===== src/rtl/uart_pkg.sv =====
// Shared types and helpers for the UART blocks: receiver state encoding,
// parity sense constants and the parity check used at the parity sample point.
package uart_pkg;

  typedef enum logic [2:0] {
    IDLE,
    START,
    DATA,
    PARITY,
    STOP,
    WAIT_HIGH
  } rx_state_e;

  localparam logic PAR_EVEN = 1'b0;
  localparam logic PAR_ODD  = 1'b1;

  localparam int MAX_DATA_BITS = 9;

  // High when the data bits plus the received parity bit do not match the
  // selected sense; narrower words are zero-extended, which leaves the XOR intact.
  function automatic logic parity_mismatch(input logic [MAX_DATA_BITS-1:0] data,
                                           input logic par_bit,
                                           input logic sense);
    return ((^data) ^ par_bit) != sense;
  endfunction

endpackage


===== src/rtl/uart_sync_2ff.sv =====
// Two-flop synchronizer that resets to 1, matching the idle level of a UART
// line, so reset never fakes a start or CTS edge.
module uart_sync_2ff (
  input  logic clk,
  input  logic rst_n,
  input  logic d,
  output logic q
);

  logic meta;

  always_ff @(posedge clk or negedge rst_n) begin
    if (!rst_n) begin
      meta <= 1'b1;
      q    <= 1'b1;
    end else begin
      meta <= d;
      q    <= meta;
    end
  end

endmodule


===== src/rtl/uart_rx.sv =====
// UART receive deserializer driven by an oversampling tick; delivers each frame
// through a valid/ready output register with per-word parity and framing flags.
module uart_rx
  import uart_pkg::*;
#(
  parameter int DATA_BITS  = 8,
  parameter int PARITY_EN  = 0,
  parameter int PARITY_ODD = 0,
  parameter int OVERSAMPLE = 16
) (
  input  logic                 clk,
  input  logic                 rst_n,
  input  logic                 os_tick,
  input  logic                 rx,
  input  logic                 rx_ready,
  output logic [DATA_BITS-1:0] rx_data,
  output logic                 rx_valid,
  output logic                 parity_err,
  output logic                 frame_err,
  output logic                 overrun_err,
  output logic                 busy
);

  localparam int OS_W = $clog2(OVERSAMPLE);
  localparam int BC_W = $clog2(DATA_BITS + 1);
  localparam logic [OS_W-1:0] OS_LAST = OS_W'(OVERSAMPLE - 1);
  localparam logic [OS_W-1:0] OS_HALF = OS_W'(OVERSAMPLE / 2 - 1);
  localparam logic [BC_W-1:0] BC_LAST = BC_W'(DATA_BITS - 1);
  localparam logic PAR_SENSE = (PARITY_ODD != 0) ? PAR_ODD : PAR_EVEN;

  // Handshake: rx_data and the error flags are meaningful while rx_valid=1;
  // a word transfers on any clock edge where rx_valid && rx_ready, and rx_valid
  // stays high until that happens. overrun_err is an unhandshaked one-cycle pulse.

  rx_state_e           state;
  logic                rx_s;
  logic [OS_W-1:0]     os_cnt;
  logic [BC_W-1:0]     bit_cnt;
  logic [DATA_BITS-1:0] shreg;
  logic                perr;
  logic                sample;
  logic                out_free;

  uart_sync_2ff u_sync (
    .clk   (clk),
    .rst_n (rst_n),
    .d     (rx),
    .q     (rx_s)
  );

  assign sample   = os_tick && (os_cnt == OS_LAST);
  assign out_free = !rx_valid || rx_ready;
  assign busy     = (state != IDLE);

  always_ff @(posedge clk or negedge rst_n) begin
    if (!rst_n) begin
      state       <= IDLE;
      os_cnt      <= '0;
      bit_cnt     <= '0;
      shreg       <= '0;
      perr        <= 1'b0;
      rx_data     <= '0;
      rx_valid    <= 1'b0;
      parity_err  <= 1'b0;
      frame_err   <= 1'b0;
      overrun_err <= 1'b0;
    end else begin
      overrun_err <= 1'b0;
      // A delivery later in this block overrides the clear.
      if (rx_valid && rx_ready) rx_valid <= 1'b0;

      case (state)
        IDLE: begin
          if (os_tick && !rx_s) begin
            state  <= START;
            os_cnt <= '0;
          end
        end

        START: begin
          if (os_tick) begin
            if (os_cnt == OS_HALF) begin
              os_cnt  <= '0;
              bit_cnt <= '0;
              perr    <= 1'b0;
              state   <= rx_s ? IDLE : DATA;
            end else begin
              os_cnt <= os_cnt + 1'b1;
            end
          end
        end

        DATA: begin
          if (os_tick) begin
            if (sample) begin
              os_cnt  <= '0;
              shreg   <= {rx_s, shreg[DATA_BITS-1:1]};
              bit_cnt <= bit_cnt + 1'b1;
              if (bit_cnt == BC_LAST) state <= (PARITY_EN != 0) ? PARITY : STOP;
            end else begin
              os_cnt <= os_cnt + 1'b1;
            end
          end
        end

        PARITY: begin
          if (os_tick) begin
            if (sample) begin
              os_cnt <= '0;
              perr   <= parity_mismatch(MAX_DATA_BITS'(shreg), rx_s, PAR_SENSE);
              state  <= STOP;
            end else begin
              os_cnt <= os_cnt + 1'b1;
            end
          end
        end

        STOP: begin
          if (os_tick) begin
            if (sample) begin
              os_cnt <= '0;
              if (out_free) begin
                rx_data    <= shreg;
                parity_err <= perr;
                frame_err  <= !rx_s;
                rx_valid   <= 1'b1;
              end else begin
                overrun_err <= 1'b1;
              end
              // A low stop bit is treated as a possible break; wait for idle.
              state <= rx_s ? IDLE : WAIT_HIGH;
            end else begin
              os_cnt <= os_cnt + 1'b1;
            end
          end
        end

        WAIT_HIGH: begin
          if (os_tick && rx_s) state <= IDLE;
        end

        default: state <= IDLE;
      endcase
    end
  end

endmodule


===== config.mk =====
export PLATFORM = sky130hd
export DESIGN_NAME = uart_rx
export DESIGN_NICKNAME = d
export VERILOG_FILES = /design/src/rtl/uart_pkg.sv /design/src/rtl/uart_sync_2ff.sv /design/src/rtl/uart_rx.sv
export SDC_FILE = /design/constraint.sdc
export NUM_CORES = 1
export LEC_CHECK = 0
export BUFFER_PORTS_ARGS = -buffer_cell sky130_fd_sc_hd__buf_2
export CAP_MARGIN = 5
export CELL_PAD_IN_SITES_DETAIL_PLACEMENT = 0
export CELL_PAD_IN_SITES_GLOBAL_PLACEMENT = 1
export CORE_MARGIN = 2
export CORE_UTILIZATION = 35
export CTS_BUF_LIST = sky130_fd_sc_hd__clkbuf_8
export CTS_CLUSTER_SIZE = 10
export DETAILED_ROUTE_END_ITERATION = 8
export PLACE_DENSITY_LB_ADDON = 0.1
export SETUP_SLACK_MARGIN = 0.4
export SLEW_MARGIN = 20
export SYNTH_ARGS = -nofsm -noshare
export SYNTH_HDL_FRONTEND = slang
export SYNTH_SLANG_ARGS = --single-unit

===== constraint.sdc =====
create_clock -name clk -period 1.9 [get_ports clk]
set_input_delay 0.38 -clock clk [delete_from_list [all_inputs] [get_ports clk]]
set_output_delay 0.38 -clock clk [all_outputs]
set_load 0.02 [all_outputs]

==> run_results.csv <==
group,metric,value,unit
status,status,"finished, final reports clean",
drt,routed_wl,3703,um
global_route,grt_pass1_vias,1262,
clock_network,holdBufCountCts,0,
drt,drcViolationCount,0,
yosys,synth-async-reset-ratio,100.0,%
setup_path,crit_start,"state[1]",
floorplan,die_h,73.32,um
cells_and_area,drive_above_1_share,49.46,%
pwr,power_density,994.2,mW/mm2
floorplan,core,0.004692,mm2
drt,firstDrtPassIters,4,
timing,tightestPinTransition,0.4362,ns
timing,max-slew-margin-rel,70.92,%
yosys,syn_area_per_cell,11.76,um2
yosys,yosysUniqueCellTypes,45,
global_route,antenna_found_initial,0,
setup_path,slowest_stage,"dfrtp_2",
clock_network,cts_max_level,2,
setup_path,cp_max_fo,6,
drt,ant_nets,0,
floorplan,start_util,35.84,%
global_route,grt.overflow.total,0,
floorplan,ioPinCount,18,
hold_path,hp-class,"primary input to async pin",
yosys,synth_nets,150,
yosys,synth_area,0.001682,mm2
placement,gp_congestion,0.7474,
yosys,synth_seq_cells,34,
pwr,ir_worst_vdd,0.4105,mV
setup_path,endpoint_kind,"primary output",
global_route,grt_pass1_wl,6341,um
timing,setup_tns,0,ns
yosys,synth_cells,143,
global_route,grt_usage,15.76,%
setup_path,cp-start-kind,"flip-flop",
placement,place_hpwl,2380,um
setup_path,crit_end,"busy",
clock_network,clock_sinks,34,
setup_path,reg2reg_depth,4,
clock_network,cts_root_buf,"clkbuf_8",
yosys,synth_warnings,0,
setup_path,critPathArrivalTime,1.28,ns
drt,dr_total_vias,1266,
floorplan,die-area,0.005375,mm2
placement,pre_cts_ws,0.1752,ns
cells_and_area,syn2layout_area_growth,32.37,%
timing,finalSetupViolations,0,
job,maxCapViolations,0,
yosys,synth_area_leaders,"dfrtp_1 48%, mux2_2 13%, dfstp_2 3.1%",
timing,fmax,601.4,MHz
yosys,yosysSeqAreaShare,50.74,%
floorplan,placementRows,25,
setup_path,cp_num_cells,2,
cells_and_area,num_antenna_cells,0,
drt,routed_via_density,5.319,
clock_network,cts_buffers,5,
floorplan,die-width,73.32,um
setup_path,r2r-start,"state[0]",
placement,io_buffers,17,
timing,final.min_clock_period,1.663,ns
timing,skew,0.006008,ns
yosys,synthTopCellsByCount,"32 x dfrtp_1, 19 x mux2_2, 8 x nand2_1",
clock_network,tritoncts,"yes",
timing,finalHoldViolCount,0,
setup_path,reg2reg_setup_slack,0.24,ns
clock_network,clockBufferDepth,2,
pwr,power_leakage,1.069,nW
setup_path,reg2reg_to,"shreg[7]",
timing,rsz0062_at_grt,"yes",
timing,post-route-period-util,87.51,%
yosys,synth_top_area_share,47.62,%
setup_path,critPathKind,"flip-flop to primary output",
cells_and_area,nets,190,
setup_path,crit_family,"flip-flops",
yosys,synth_edf_count,0,
timing,layout_setup_ws,0.2372,ns
timing,drv_slew,0,
global_route,grt_max_degree,35,
setup_path,slowest_delay,0.46,ns
clock_network,clk_latency,0.28,ns
setup_path,cp.required,1.52,ns
yosys,synth_top_area_cell,"dfrtp_1",
yosys,yosysMostFrequentCell,"dfrtp_1",
drt,routedWlPerCell,15.56,um
yosys,ys.flop_type,"dfrtp_1",
setup_path,path_cells,"or3_4, buf_6",
clock_network,clk_pin_slew,0.07,ns
drt,initialDrtViolationCount,45,
setup_path,cp_num_buf_inv,1,
[cells by family after synthesis]
family / Yosys count / synth area share, %
and+or+nand+nor: 46 / 16.52
DFF: 34 / 50.74
AOI/OAI and AO/OA: 26 / 10.94
muxes: 19 / 12.72
buffers and inverters: 9 / 2.307
xor gates and xnor gates: 7 / 5.282
adders and majority gates: 2 / 1.488
[worst register-to-register path: stages (launching register included)]
cell and delay, ns:
dfrtp_2 0.47, or3b_4 0.43, nor3_4 0.16, buf_12 0.16, mux2_2 0.33
[layout by cell type (no fill, tap or decap), drive strengths merged, types with 4 or more instances in the layout]
cell / instances
buf: 39
dfrtp: 32
mux2: 19
nand2: 8
o21ai: 7
nand3: 6
nor2: 5
clkbuf: 5
inv: 5
nand2b: 4
xnor2: 4
[power breakdown]
part	internal (mW)	switching (mW)	leakage, nW	total [mW]
Clock	0.382	0.263	0.0607	0.644
Combinational	0.378	0.359	0.549	0.737
Sequential	0.768	0.0635	0.459	0.831
Total	1.53	0.686	1.07	2.21
[what timing repair did]
action / in CTS / in global routing
buffers inserted: 10 / 4
pin swaps: 7 / 6
gates cloned: 1 / 0
setup endpoints to repair: 31 / 31
hold endpoints to repair: 0 / 0
gates resized for setup: 18 / 9
[metal layers]
metal	up-vias	part of all wire [%]	global-route usage, %	wire length [um]
met5	-	0	0	0
met4	0	1.4	6.061	53
met3	5	3.9	4.390	143
met2	24	48	24.62	1792
met1	636	46	20.84	1714
li1	601	-	-	-
[sequential cells by signal, summed over array words and instances (netlist names)]
signal       cells
bit_cnt          4
frame_err        1
os_cnt           4
overrun_err      1
parity_err       1
perr             1
rx_data          8
rx_valid         1
shreg            8
state            3
u_sync.meta      1
u_sync.q         1
[how the worst min path moves through the flow]
| stage | endpoint | slack [ns] | cells past startpoint |
|---|---|---|---|
| after floorplan | bit_cnt[0] | 0.08 | 0 |
| after global placement | u_sync.q | 0.35 | 0 |
| after detailed placement | u_sync.q | 0.35 | 0 |
| after CTS | bit_cnt[2] | 0.14 | 2 |
| after global routing | bit_cnt[2] | 0.15 | 2 |
| final | state[2] | 0.12 | 2 |
[metrics by stage]
stage | instances | instance area, um2 | hold WS (ns) | power (mW) | util, %
2_1_floorplan | 143 | 1779 | 0.08441 | 1.287 | -
3_3_place_gp | 215 | 1938 | 0.3461 | 1.361 | 41.31
3_5_place_dp | 215 | 1938 | 0.3476 | 1.365 | 41.31
4_1_cts | 234 | 2173 | 0.1356 | 2.169 | 46.32
5_1_grt | 238 | 2226 | 0.1470 | 2.356 | 47.44
6_report | 238 | 2226 | 0.1219 | 2.213 | 47.44
[final cells by class]
cell class	instances	area (um2)
clock buffers	5	68.82
multi-input cells	100	904.6
flip-flops and latches	34	858.3
well taps	54	67.56
fillers	456	2466
clock inverters	3	37.54
inverters	3	11.26
repair buffers	39	277.8
Power figures use the tool's default switching activity.
